`config.mk`:
```
export PLATFORM = sky130hd
export DESIGN_NAME = mem_port_arbiter
export DESIGN_NICKNAME = d
export VERILOG_FILES = /design/src/rtl/mem_arb_pkg.sv /design/src/rtl/mem_arb_watchdog.sv /design/src/rtl/mem_port_arbiter.sv
export SDC_FILE = /design/constraint.sdc
export NUM_CORES = 1
export LEC_CHECK = 0
export BUFFER_PORTS_ARGS = -buffer_cell sky130_fd_sc_hd__buf_2
export CAP_MARGIN = 20
export CORE_MARGIN = 2
export CORE_UTILIZATION = 43
export DETAILED_ROUTE_END_ITERATION = 8
export PLACE_DENSITY = 0.79
export SLEW_MARGIN = 5
export SYNTH_ARGS = -nofsm -noshare
export SYNTH_HDL_FRONTEND = slang
export SYNTH_HIERARCHICAL = 1
export SYNTH_SLANG_ARGS = --single-unit
export TNS_END_PERCENT = 1
```
`constraint.sdc`:
```
create_clock -name clk_i -period 3.96 [get_ports clk_i]
set_input_delay 0.198 -clock clk_i [delete_from_list [all_inputs] [get_ports clk_i]]
set_output_delay 0.198 -clock clk_i [all_outputs]
set_load 0.05 [all_outputs]
```
`src/rtl/mem_arb_pkg.sv`:
```
// Shared types and constants for the memory port arbiter.
package mem_arb_pkg;

    typedef enum logic [1:0] {
        ARB_IDLE = 2'd0,
        ARB_IMEM = 2'd1,
        ARB_DMEM = 2'd2,
        ARB_RESP = 2'd3
    } arb_state_e;

    typedef enum logic {
        OWN_IMEM = 1'b0,
        OWN_DMEM = 1'b1
    } arb_owner_e;

    // Word returned to a reader whose bus transfer was aborted by the watchdog
    localparam logic [31:0] ARB_ABORT_DATA = 32'hDEAD_BEEF;

    // Watchdog counter width, wide enough for TIMEOUT_CYCLES up to 65535
    localparam int unsigned ARB_CNT_W = 16;

endpackage

```
`src/rtl/mem_arb_watchdog.sv`:
```
// Bus transfer watchdog: counts busy cycles and flags the last allowed cycle.
module mem_arb_watchdog
    import mem_arb_pkg::*;
#(
    parameter int unsigned TIMEOUT_CYCLES = 255
) (
    input  logic clk_i,
    input  logic reset_i,
    input  logic clear_i,
    input  logic enable_i,
    output logic expired_c_o
);

    logic [ARB_CNT_W-1:0] cnt_q;

    // Counter restarts on grant and advances once per busy cycle
    always_ff @(posedge clk_i or posedge reset_i) begin
        if (reset_i) begin
            cnt_q <= '0;
        end else if (clear_i) begin
            cnt_q <= '0;
        end else if (enable_i && !expired_c_o) begin
            cnt_q <= cnt_q + ARB_CNT_W'(1);
        end
    end

    // Counter reaches TIMEOUT_CYCLES on the coming edge
    assign expired_c_o = enable_i && (cnt_q == ARB_CNT_W'(TIMEOUT_CYCLES - 1));

endmodule

```
`src/rtl/mem_port_arbiter.sv`:
```
// Arbitrates the instruction-fetch and load/store requesters onto one memory bus.
// Optional round-robin grant is enabled by defining MEM_ARB_RR_EN.
module mem_port_arbiter
    import mem_arb_pkg::*;
#(
    parameter int unsigned DATA_WIDTH     = 32,
    parameter int unsigned ADDR_WIDTH     = 32,
    parameter int unsigned TIMEOUT_CYCLES = 255
) (
    input  logic                    clk_i,
    input  logic                    reset_i,
    input  logic                    imem_req_i,
    input  logic [ADDR_WIDTH-1:0]   imem_addr_i,
    output logic [DATA_WIDTH-1:0]   imem_data_o,
    output logic                    imem_ready_o,
    input  logic                    dmem_rd_en_i,
    input  logic                    dmem_wr_en_i,
    input  logic [ADDR_WIDTH-1:0]   dmem_addr_i,
    input  logic [DATA_WIDTH-1:0]   dmem_wdata_i,
    input  logic [DATA_WIDTH/8-1:0] dmem_be_i,
    output logic [DATA_WIDTH-1:0]   dmem_rdata_o,
    output logic                    dmem_ready_o,
    output logic                    bus_req_o,
    output logic                    bus_we_o,
    output logic [ADDR_WIDTH-1:0]   bus_addr_o,
    output logic [DATA_WIDTH-1:0]   bus_wdata_o,
    output logic [DATA_WIDTH/8-1:0] bus_be_o,
    input  logic [DATA_WIDTH-1:0]   bus_rdata_i,
    input  logic                    bus_ready_i,
    output logic                    arb_err_o
);

    localparam int unsigned BE_W = DATA_WIDTH / 8;

    arb_state_e            state_q;
    logic                  bus_req_q;
    logic                  bus_we_q;
    logic [ADDR_WIDTH-1:0] bus_addr_q;
    logic [DATA_WIDTH-1:0] bus_wdata_q;
    logic [BE_W-1:0]       bus_be_q;
    logic [DATA_WIDTH-1:0] imem_data_q;
    logic [DATA_WIDTH-1:0] dmem_rdata_q;
    logic                  imem_ready_q;
    logic                  dmem_ready_q;
    logic                  err_q;

    logic                  imem_pend;
    logic                  dmem_pend;
    logic                  grant_dmem;
    logic                  wd_clear;
    logic                  wd_enable;
    logic                  wd_expired;
    logic                  xfer_done;
    logic [DATA_WIDTH-1:0] done_data;

`ifdef MEM_ARB_RR_EN
    arb_owner_e last_owner_q;

    // Remember the most recent grant winner for round-robin tie-breaks
    always_ff @(posedge clk_i or posedge reset_i) begin
        if (reset_i) begin
            last_owner_q <= OWN_IMEM;
        end else if (state_q == ARB_IDLE && (imem_pend || dmem_pend)) begin
            last_owner_q <= grant_dmem ? OWN_DMEM : OWN_IMEM;
        end
    end
`endif

    // Grant decision and transfer-completion terms
    always_comb begin
        imem_pend  = imem_req_i;
        dmem_pend  = dmem_rd_en_i || dmem_wr_en_i;
`ifdef MEM_ARB_RR_EN
        grant_dmem = dmem_pend && (!imem_pend || last_owner_q == OWN_IMEM);
`else
        grant_dmem = dmem_pend;
`endif
        wd_clear   = (state_q == ARB_IDLE) && (imem_pend || dmem_pend);
        wd_enable  = (state_q == ARB_IMEM) || (state_q == ARB_DMEM);
        xfer_done  = bus_ready_i || wd_expired;
        done_data  = bus_ready_i ? bus_rdata_i : DATA_WIDTH'(ARB_ABORT_DATA);
    end

    mem_arb_watchdog #(
        .TIMEOUT_CYCLES(TIMEOUT_CYCLES)
    ) u_watchdog (
        .clk_i      (clk_i),
        .reset_i    (reset_i),
        .clear_i    (wd_clear),
        .enable_i   (wd_enable),
        .expired_c_o(wd_expired)
    );

    // Arbiter FSM with registered bus and requester outputs
    always_ff @(posedge clk_i or posedge reset_i) begin
        if (reset_i) begin
            state_q      <= ARB_IDLE;
            bus_req_q    <= 1'b0;
            bus_we_q     <= 1'b0;
            bus_addr_q   <= '0;
            bus_wdata_q  <= '0;
            bus_be_q     <= '0;
            imem_data_q  <= '0;
            dmem_rdata_q <= '0;
            imem_ready_q <= 1'b0;
            dmem_ready_q <= 1'b0;
            err_q        <= 1'b0;
        end else begin
            imem_ready_q <= 1'b0;
            dmem_ready_q <= 1'b0;
            err_q        <= 1'b0;
            case (state_q)
                ARB_IDLE: begin
                    if (grant_dmem) begin
                        state_q     <= ARB_DMEM;
                        bus_req_q   <= 1'b1;
                        bus_we_q    <= dmem_wr_en_i;
                        bus_addr_q  <= dmem_addr_i;
                        bus_wdata_q <= dmem_wdata_i;
                        bus_be_q    <= dmem_wr_en_i ? dmem_be_i : '1;
                    end else if (imem_pend) begin
                        state_q     <= ARB_IMEM;
                        bus_req_q   <= 1'b1;
                        bus_we_q    <= 1'b0;
                        bus_addr_q  <= imem_addr_i;
                        bus_wdata_q <= '0;
                        bus_be_q    <= '1;
                    end
                end
                ARB_IMEM: begin
                    if (xfer_done) begin
                        state_q      <= ARB_RESP;
                        bus_req_q    <= 1'b0;
                        imem_data_q  <= done_data;
                        imem_ready_q <= 1'b1;
                        err_q        <= !bus_ready_i;
                    end
                end
                ARB_DMEM: begin
                    if (xfer_done) begin
                        state_q      <= ARB_RESP;
                        bus_req_q    <= 1'b0;
                        dmem_ready_q <= 1'b1;
                        err_q        <= !bus_ready_i;
                        if (!bus_we_q) begin
                            dmem_rdata_q <= done_data;
                        end
                    end
                end
                ARB_RESP: begin
                    state_q <= ARB_IDLE;
                end
                default: begin
                    state_q <= ARB_IDLE;
                end
            endcase
        end
    end

    assign imem_data_o  = imem_data_q;
    assign imem_ready_o = imem_ready_q;
    assign dmem_rdata_o = dmem_rdata_q;
    assign dmem_ready_o = dmem_ready_q;
    assign bus_req_o    = bus_req_q;
    assign bus_we_o     = bus_we_q;
    assign bus_addr_o   = bus_addr_q;
    assign bus_wdata_o  = bus_wdata_q;
    assign bus_be_o     = bus_be_q;
    assign arb_err_o    = err_q;

endmodule
```
==> flow_summary.toml <==
[run]
max_cap_violations = 0

[setup_path]
crit_arrival_ns = 3.14
cp.required_ns = 4.28
setup.worst_path.end_class = "flop"
path_max_fanout = 34
criticalPathCategory = "reg2reg"
rr_worst_depth = 9
crit_path_start_kind = "flop"

[power_and_ir_drop]
p_seq_share_pct = 30.2
p_sw_share_pct = 50.79
power.density_mw_per_mm2 = 987.1
p_int_mw = 4.385
p_switching_mw = 4.526
p_comb_share_pct = 52.0
leakagePower_nw = 4.448
p_clk_share_pct = 17.8
peakVddDrop_mv = 0.5819

[yosys]
ys_top_cells_by_area = "dfrtp_1 59%, o21ai_0 6.8%, a22o_1 5.3%"
synth.avg_cell_area_um2 = 11.34
synth_seq_area_share_pct = 58.87
synthCells = 581
yosys_warnings = 6
syn_area_mm2 = 0.006589
synth_top_cell_by_area = "dfrtp_1"
ys_seq_elements = 155
synth_nets = 725
synthDominantCellAreaShare_pct = 58.87
synth_cell_type_count = 49

[clock_network]
cts_tree = "built"
cts-root-buf = "clkbuf_16"
cts-buffers-inserted = 17
clkLatencyLatePin_ns = 0.42
cts_num_sinks = 155
ctsHoldBuffers = 36
cts_max_level = 4
post_cts_resize_count = 0
cts_setup_buffers = 0
cts.path.max_buffers = 2
clkTransAtPathRegs_ns = 0.06

[finish]
diodes = 0
drive_above_1_share_pct = 36.78
final_cell_mix = "274 x buf_2, 155 x dfrtp_1, 90 x o21ai_0"
finish.utilization_pct = 59.83
area_growth_syn_to_layout_pct = 37.01
final_common_cell = "buf_2"
nets = 1020
n_fill_cell = 1230

[min_path]
hp-class = "in2reg"
holdPathStages = 2

[route]
drc_errors = 0
ant_nets = 0
wl_met2_um = 9235
drt_pass1_iterations = 4
vias = 5700
drt-wirelength-per-cell_um = 16.43
wirelength_um = 17700
vias_per_cell = 5.292
met1Wirelength_um = 7116
drt_iter0_markers = 358
met3_length_um = 952
highest_layer = "met4"

[sta]
fmax_mhz = 355.1
hold_violations = 0
rsz0062_at_grt = "false"
setup_tns_ns = 0
setup_ws_ns = 1.144
max_slew_margin_pct = 37.03
drv_slew = 0
worst_pin_slew_ns = 0.9446
min_period_ns = 2.816
clock_skew_ns = 0.009225
setup_viol = 0
finalCritPeriodShare_pct = 71.11
holdWs_ns = 0.01030

[die]
die_h_um = 127.8
die_x_um = 127.8
die_area_mm2 = 0.01633
ios = 275
rows = 45
start_util_pct = 43.67
placeableCoreArea_mm2 = 0.01509

[global_route]
grt_pass1_vias = 5548
grt_pass1_wl_um = 27860
grt_overflow = 0
grt_max_degree = 115
grt.total_usage_pct = 21.72
antenna_found_initial = 0

[place]
hpwlAfterDp_um = 12030
dp_slack_ns = 1.181
place_congestion = 0.8319
port_buffers = 274

[run_status]
status = "completed"
## registers in the layout, summed over array words and instances (netlist names)
signal	count
bus_addr_o	32
bus_wdata_o	32
dmem_rdata_o	32
imem_data_o	32
u_watchdog/cnt_q	16
bus_be_o	4
state_q	2
arb_err_o	1
bus_req_o	1
bus_we_o	1
dmem_ready_o	1
imem_ready_o	1
## cell usage after synthesis (all sizes together)
| master | number |
|---|---|
| a22o | 40 |
| nor2 | 21 |
| or2 | 1 |
| nor3b | 1 |
| or4 | 2 |
| a21boi | 1 |
| xor2 | 1 |
| nor4 | 3 |
| clkbuf | 22 |
| or3 | 2 |
| and3b | 1 |
| o21ai | 102 |
| nand4 | 1 |
| o31ai | 3 |
| dfrtp | 155 |
| a311o | 1 |
| nor3 | 1 |
| nand2 | 52 |
| and3 | 5 |
| and2 | 2 |
| ha | 6 |
| nor4b | 2 |
| and4 | 2 |
| mux2i | 34 |
| a211oi | 1 |
| buf | 19 |
| a41oi | 1 |
| a21oi | 10 |
| mux2 | 7 |
| nor2b | 32 |
| nand3 | 6 |
| o22a | 24 |
| xnor2 | 1 |
| inv | 13 |
| a31oi | 6 |
## power by group through the flow
stage          Combinational, mW  Sequential [mW]  Clock [mW]
6_report                    4.63             2.69        1.59
5_1_grt                     4.88             2.78        1.69
4_1_cts                     4.64             2.69        1.61
3_5_place_dp                4.62             2.69           0
3_3_place_gp                4.52             2.69           0
2_1_floorplan               1.25             4.95           0
## layout make-up
cell class,count,area (um^2),area share [%]
Clock buffer,21,440.4,4.879
Clock inverter,11,136.4,1.511
Inverter,13,53.80,0.5960
Multi-Input combinational cell,372,2469,27.35
Sequential cell,155,3879,42.97
Tap cell,188,235.2,2.606
Timing Repair Buffer,317,1814,20.10
## per-stage QoR
stage / power (mW) / area, um^2 / cells
floorplan: 6.199 / 6589 / 581
global placement: 7.205 / 8038 / 1006
detailed placement: 7.306 / 8053 / 1007
CTS: 8.940 / 8990 / 1075
global route: 9.357 / 9027 / 1077
finish: 8.911 / 9027 / 1077
## routing by layer
metal  global-route usage (%)  vias to the layer above
met1                    26.78                     2792
met3                    5.843                       26
met4                    7.563                        0
li1                         -                     2665
met2                    37.02                      217
met5                        0                        -
## path summary, 6_finish.rpt
path	start	to	slack [ns]
worst max-delay path	u_watchdog/cnt_q[0]	dmem_rdata_o[31]	1.14
worst min-delay path	dmem_wdata_i[0]	bus_wdata_o[0]	0.01
worst max register to register	u_watchdog/cnt_q[0]	dmem_rdata_o[31]	1.14
worst min register to register	bus_addr_o[8]	bus_addr_o[8]	0.47
max in group asynchronous	reset_i	dmem_rdata_o[30]	2.64
min in group asynchronous	reset_i	bus_addr_o[13]	0.26
## cells by family after synthesis
family	count (synthesis)	synth area share [%]
buffers and inverters	54	3.760
adders and majority gates	6	1.139
and+or+nand+nor	134	10.56
muxes	41	6.589
xor gates and xnor gates	2	0.2659
DFF	155	58.87
AOI/OAI and AO/OA	189	18.82
## critical path, stage by stage, from the launching register on
cell and delay [ns]:
dfrtp_1 0.40, inv_1 0.08, ha_1 0.13, nor2b_1 0.16, and4_1 0.50, and3_1 0.33, o21ai_2 0.06, buf_4 0.25
or2_2 0.53, o21ai_0 0.27
(Power assumes the default switching activity.)
